File: config.mk
export PLATFORM = sky130hd
export DESIGN_NAME = rally_scorer
export DESIGN_NICKNAME = d
export VERILOG_FILES = /design/src/rtl/pong_pkg.sv /design/src/rtl/hit_window.sv /design/src/rtl/rally_scorer.sv
export SDC_FILE = /design/constraint.sdc
export NUM_CORES = 1
export LEC_CHECK = 0
export BUFFER_PORTS_ARGS = -buffer_cell sky130_fd_sc_hd__clkbuf_2
export CAP_MARGIN = 20
export CORE_ASPECT_RATIO = 1.25
export CORE_UTILIZATION = 50
export DETAILED_ROUTE_END_ITERATION = 7
export GPL_TIMING_DRIVEN = 1
export PLACE_DENSITY = 0.82
export SLEW_MARGIN = 0
export SYNTH_ARGS = -nofsm -noshare
export SYNTH_HDL_FRONTEND = slang
export SYNTH_SLANG_ARGS = --single-unit
File: constraint.sdc
create_clock -name frame_clk -period 7.85 [get_ports frame_clk]
set_input_delay 0.785 -clock frame_clk [delete_from_list [all_inputs] [get_ports frame_clk]]
set_output_delay 0.785 -clock frame_clk [all_outputs]
set_load 0.05 [all_outputs]
File: src/rtl/pong_pkg.sv
// Shared types and defaults for the rally scorer: FSM states, coordinates, window constants.
package pong_pkg;

  typedef enum logic [1:0] {
    StIdle     = 2'd0,
    StApproach = 2'd1,
    StReturn   = 2'd2,
    StMissed   = 2'd3
  } rally_state_e;

  typedef logic [9:0]        coord_t;
  typedef logic signed [10:0] offset_t;

  localparam int unsigned DefPaddleHalfW = 40;
  localparam int unsigned DefPaddleHalfH = 30;
  localparam int unsigned DefZPlane      = 16;

  // Zero-extend before subtracting so the difference never wraps.
  function automatic offset_t coord_diff(input coord_t a, input coord_t b);
    return $signed({1'b0, a}) - $signed({1'b0, b});
  endfunction

  function automatic logic [10:0] abs_offset(input offset_t d);
    return d[10] ? 11'(-d) : 11'(d);
  endfunction

endpackage

File: src/rtl/hit_window.sv
// Combinational paddle hit-window test; exports ball-minus-paddle offsets when RALLY_SPIN_EN.
module hit_window
  import pong_pkg::*;
#(
  parameter int unsigned PADDLE_HALF_W = DefPaddleHalfW,
  parameter int unsigned PADDLE_HALF_H = DefPaddleHalfH
) (
  input  coord_t  ball_x_i,
  input  coord_t  ball_y_i,
  input  coord_t  paddle_x_i,
  input  coord_t  paddle_y_i,
  output logic    in_window_o
`ifdef RALLY_SPIN_EN
  ,
  output offset_t dx_o,
  output offset_t dy_o
`endif
);

  localparam logic [10:0] HalfW = 11'(PADDLE_HALF_W);
  localparam logic [10:0] HalfH = 11'(PADDLE_HALF_H);

  offset_t dx, dy;

  always_comb begin
    dx          = coord_diff(ball_x_i, paddle_x_i);
    dy          = coord_diff(ball_y_i, paddle_y_i);
    in_window_o = (abs_offset(dx) <= HalfW) && (abs_offset(dy) <= HalfH);
  end

`ifdef RALLY_SPIN_EN
  assign dx_o = dx;
  assign dy_o = dy;
`endif

endmodule

File: src/rtl/rally_scorer.sv
// Per-frame rally scoring FSM with registered hit/miss pulses and saturating score.
// Optional RALLY_SPIN_EN adds hit_dx/hit_dy offsets captured on each hit.
module rally_scorer
  import pong_pkg::*;
#(
  parameter int unsigned PADDLE_HALF_W = DefPaddleHalfW,
  parameter int unsigned PADDLE_HALF_H = DefPaddleHalfH,
  parameter int unsigned Z_PLANE       = DefZPlane
) (
  input  logic        frame_clk,
  input  logic        game_rst,
  input  logic        level_rst,
  input  logic        pause,
  input  logic [9:0]  ball_x,
  input  logic [9:0]  ball_y,
  input  logic [9:0]  ball_z,
  input  logic        ball_toward,
  input  logic [9:0]  paddle_x,
  input  logic [9:0]  paddle_y,
  output logic [7:0]  score,
  output logic        hit,
  output logic        miss
`ifdef RALLY_SPIN_EN
  ,
  output logic signed [10:0] hit_dx,
  output logic signed [10:0] hit_dy
`endif
);

  localparam coord_t ZPlane = coord_t'(Z_PLANE);

  rally_state_e state_q, state_d;
  logic [7:0]   score_q, score_d;
  logic         hit_q, hit_d;
  logic         miss_q, miss_d;
  logic         in_window;
  logic         at_plane;

`ifdef RALLY_SPIN_EN
  offset_t win_dx, win_dy;
  offset_t dx_q, dx_d, dy_q, dy_d;
`endif

  hit_window #(
    .PADDLE_HALF_W (PADDLE_HALF_W),
    .PADDLE_HALF_H (PADDLE_HALF_H)
  ) u_hit_window (
    .ball_x_i    (ball_x),
    .ball_y_i    (ball_y),
    .paddle_x_i  (paddle_x),
    .paddle_y_i  (paddle_y),
    .in_window_o (in_window)
`ifdef RALLY_SPIN_EN
    ,
    .dx_o        (win_dx),
    .dy_o        (win_dy)
`endif
  );

  assign at_plane = (ball_z <= ZPlane);

  always_comb begin
    state_d = state_q;
    score_d = score_q;
    hit_d   = 1'b0;
    miss_d  = 1'b0;
`ifdef RALLY_SPIN_EN
    dx_d    = dx_q;
    dy_d    = dy_q;
`endif
    if (level_rst) begin
      state_d = StIdle;
      score_d = 8'd0;
`ifdef RALLY_SPIN_EN
      dx_d    = '0;
      dy_d    = '0;
`endif
    end else if (!pause) begin
      case (state_q)
        StIdle: state_d = ball_toward ? StApproach : StReturn;
        StApproach: begin
          if (at_plane) begin
            if (in_window) begin
              hit_d   = 1'b1;
              score_d = (score_q == 8'hFF) ? score_q : score_q + 8'd1;
              state_d = StReturn;
`ifdef RALLY_SPIN_EN
              dx_d    = win_dx;
              dy_d    = win_dy;
`endif
            end else begin
              miss_d  = 1'b1;
              state_d = StMissed;
            end
          end
        end
        // Re-arm only once the ball is beyond the plane so a resting ball cannot score twice.
        StReturn: if (ball_toward && !at_plane) state_d = StApproach;
        StMissed: state_d = StMissed;
        default:  state_d = StIdle;
      endcase
    end
  end

  always_ff @(posedge frame_clk) begin
    if (game_rst) begin
      state_q <= StIdle;
      score_q <= 8'd0;
      hit_q   <= 1'b0;
      miss_q  <= 1'b0;
`ifdef RALLY_SPIN_EN
      dx_q    <= '0;
      dy_q    <= '0;
`endif
    end else begin
      state_q <= state_d;
      score_q <= score_d;
      hit_q   <= hit_d;
      miss_q  <= miss_d;
`ifdef RALLY_SPIN_EN
      dx_q    <= dx_d;
      dy_q    <= dy_d;
`endif
    end
  end

  assign score = score_q;
  assign hit   = hit_q;
  assign miss  = miss_q;
`ifdef RALLY_SPIN_EN
  assign hit_dx = dx_q;
  assign hit_dy = dy_q;
`endif

endmodule

==> qor.csv <==
stage;metric;value;unit
grt;grt_max_degree;12;
detailed_routing;dr_wl_met2;2152;microns
detailed_routing;wl_met1;2044;microns
power;ir_drop;100.8;uV
timing;finalClockSkew;0.003972;ns
floorplan;dieWidth;59.48;microns
cts;post_cts_buffers;0;
cts;clock_sinks;12;
logic_synthesis;synth_nets;358;
setup_path;critPathCaptureType;flip-flop;
setup_path;critPathSlowestCell;fa_1;
cts;clk_latency;0.24;ns
power;power.total;287.3;uW
timing;timing.fmax;262.1;MHz
placed_design;io_buffer_count;64;
power;powerDensity;115.9;mW/mm^2
setup_path;start_kind;input pin;
final_layout;multi_input_comb_area;0.001672;sq mm
logic_synthesis;synth.most_common_cell;inv_1;
placed_design;dpl.hpwl;3584;microns
detailed_routing;wirelength;4370;microns
setup_path;rrSetupSlack;6.00;ns
final_layout;final-seq-area;240.2;sq um
final_layout;area_delta_synth_final;20.06;%
detailed_routing;top_layer;met4;
timing;tightest_slew;0.7697;ns
cts;path_clk_slew;0.05;ns
logic_synthesis;synth_top_area_cell;ha_1;
grt;antenna_found_initial;0;
logic_synthesis;synth_top_area_share;0.1273;
detailed_routing;first_pass_iters;4;
logic_synthesis;synth_edf_count;0;
timing;rsz0062_at_grt;no;
setup_path;worstPathRequired;8.03;ns
cts;cts_resized;0;
logic_synthesis;synthArstFlopShare;0;
timing;relSlewSlack;0.4858;
logic_synthesis;ys.flop_type;dfxtp_1;
final_layout;drive_gt1_frac;0.2580;
logic_synthesis;ys_seq_elements;12;
timing;setup-violations-final;0;
setup_path;arrival;4.00;ns
detailed_routing;post-route-drc-count;0;
final_layout;final_util;0.6390;
flow_run;drv_cap;0;
detailed_routing;via_count;2215;
detailed_routing;dr.first_iter.drc_count;76;
grt;grt_pass1_wl;7376;microns
cts;clk_path_buf_depth;2;
final_layout;fill_cells;383;
cts;cts_made_buffers;3;
timing;layout_setup_ws;4.034;ns
timing;setup_tns;0;ns
timing;finalWorstPathRequiredPeriod;3.816;ns
detailed_routing;wl_per_cell;10.95;microns
logic_synthesis;synth_area;0.002064;sq mm
timing;hold_viol;0;
detailed_routing;wl_met3;165;microns
hold_path;hold_class;reg2reg;
grt;grt_overflow;0;
logic_synthesis;syn_inst;280;
detailed_routing;postRouteAntennaNets;0;
cts;clock-root-buffer;clkbuf_8;
logic_synthesis;ys_top_cells_by_area;ha_1 13%, dfxtp_1 12%, inv_1 6.0%, o21ai_0 5.6%, a21oi_1 4.8%;
setup_path;path_cells;clkbuf_2 -> inv_1 -> ha_1 -> inv_1 -> fa_1 -> and3_1 -> or3_1 -> and2_2 -> a2111oi_4 -> nand4_1 -> mux2i_1 -> a2bb2oi_2 -> nand4_2 -> or3_1 -> a21oi_1;
cts;tritoncts;yes;
timing;slew_viol_final;0;
power;leakage;1.180;nW
final_layout;finalNetCount;424;
detailed_routing;viasPerCell;5.551;
placed_design;place_ws;3.818;ns
floorplan;core;0.003879;sq mm
placed_design;place_congestion;0.7854;
logic_synthesis;ys_seq_area_frac;0.1164;
floorplan;initial_utilization;0.5323;
setup_path;worst-setup-path-type;in2reg;
logic_synthesis;avgSynthCellArea;7.373;sq um
outcome;status;complete, no violations;
floorplan;rows;25;
grt;grt_usage;0.2072;
logic_synthesis;synthTopCellsByCount;33 x inv_1, 23 x o21ai_0, 21 x ha_1, 20 x a21oi_1;
final_layout;diodes;0;
logic_synthesis;yosysWarnings;0;
floorplan;fp.dieH;73.84;microns
setup_path;critPathMaxFanout;11;
timing;finalCritPeriodShare;0.4861;
setup_path;slowest_delay;0.41;ns
cts;cts_hold_buf;0;
floorplan;io_pins;65;
floorplan;dieArea;0.004392;sq mm
grt;first_global_vias;1917;
cts;h-tree-depth;1;
timing;whs;0.5094;ns
logic_synthesis;synth.distinct_cells;61;
cells by family (layout without fill, tap and decap cells):
| group | count (synthesis) | count (layout) | synth area share |
|---|---|---|---|
| DFF | 12 | 12 | 0.1164 |
| xor gates and xnor gates | 14 | 14 | 0.05940 |
| muxes | 5 | 5 | 0.02424 |
| and+or+nand+nor | 99 | 99 | 0.2624 |
| buffers and inverters | 36 | 101 | 0.07394 |
| adders and majority gates | 23 | 23 | 0.1467 |
| AOI/OAI and AO/OA | 91 | 91 | 0.3170 |
cell usage in the layout, fill, tap and decap left out, types with 3 or more instances in the layout:
cell	instances
clkbuf_8	4
nand3_1	16
ha_1	21
mux2i_1	5
nor3_1	6
inv_1	33
and3_1	8
and2_1	4
a41oi_1	3
nor2_1	16
dfxtp_1	12
xnor2_1	6
or3_1	7
a21o_2	3
a31oi_1	5
a211oi_1	6
a21oi_1	20
nand2_1	16
xor2_1	8
nand2b_1	3
o21ai_0	23
or2_2	3
nand4_1	4
a21o_1	4
clkbuf_2	64
stage by stage:
stage          area (sq um)  instances
6_report               2479        399
5_1_grt                2479        399
4_1_cts                2479        399
3_5_place_dp           2424        395
3_3_place_gp           2424        395
2_1_floorplan          2064        280
layer usage:
| layer | up-vias | global-route usage |
|---|---|---|
| li1 | 1169 | - |
| met1 | 982 | 0.2367 |
| met2 | 62 | 0.4032 |
| met3 | 2 | 0.03169 |
| met4 | 0 | 0.02381 |
| met5 | - | 0 |
where the power goes:
group | switching, mW | internal, mW | total, mW
Clock | 0.0233 | 0.0443 | 0.0676
Combinational | 0.0888 | 0.0693 | 0.158
Sequential | 0.000269 | 0.0613 | 0.0616
flip-flops by register name (all words and copies together) (netlist names):
| register | cells |
|---|---|
| hit | 1 |
| miss | 1 |
| score | 8 |
| state_q | 2 |
layout make-up:
class                      count  area share
clock buffer                   4     0.02221
timing repair buffer          64      0.1292
sequential                    12     0.09692
inverter                      33     0.04997
tap                           54     0.02726
multi-input combinational    232      0.6744
path summary, 6_finish.rpt:
kind,start,end,depth (start not counted)
setup / recovery,ball_x[0],score[3],15
hold / removal,state_q[0],state_q[1],2
setup reg to reg,score[0],score[3],6
hold reg to reg,state_q[0],state_q[1],2
critical path: cells and delay by family:
| kind | cells | cell delay [ns] |
|---|---|---|
| AO/OA/AOI/OAI | 3 | 0.71 |
| adder cells (fa/ha/maj) | 2 | 0.57 |
| buffers and inverters | 3 | 0.18 |
| multiplexers | 1 | 0.20 |
| AND/OR/NAND/NOR | 6 | 1.55 |
Power figures use the tool's default switching activity.
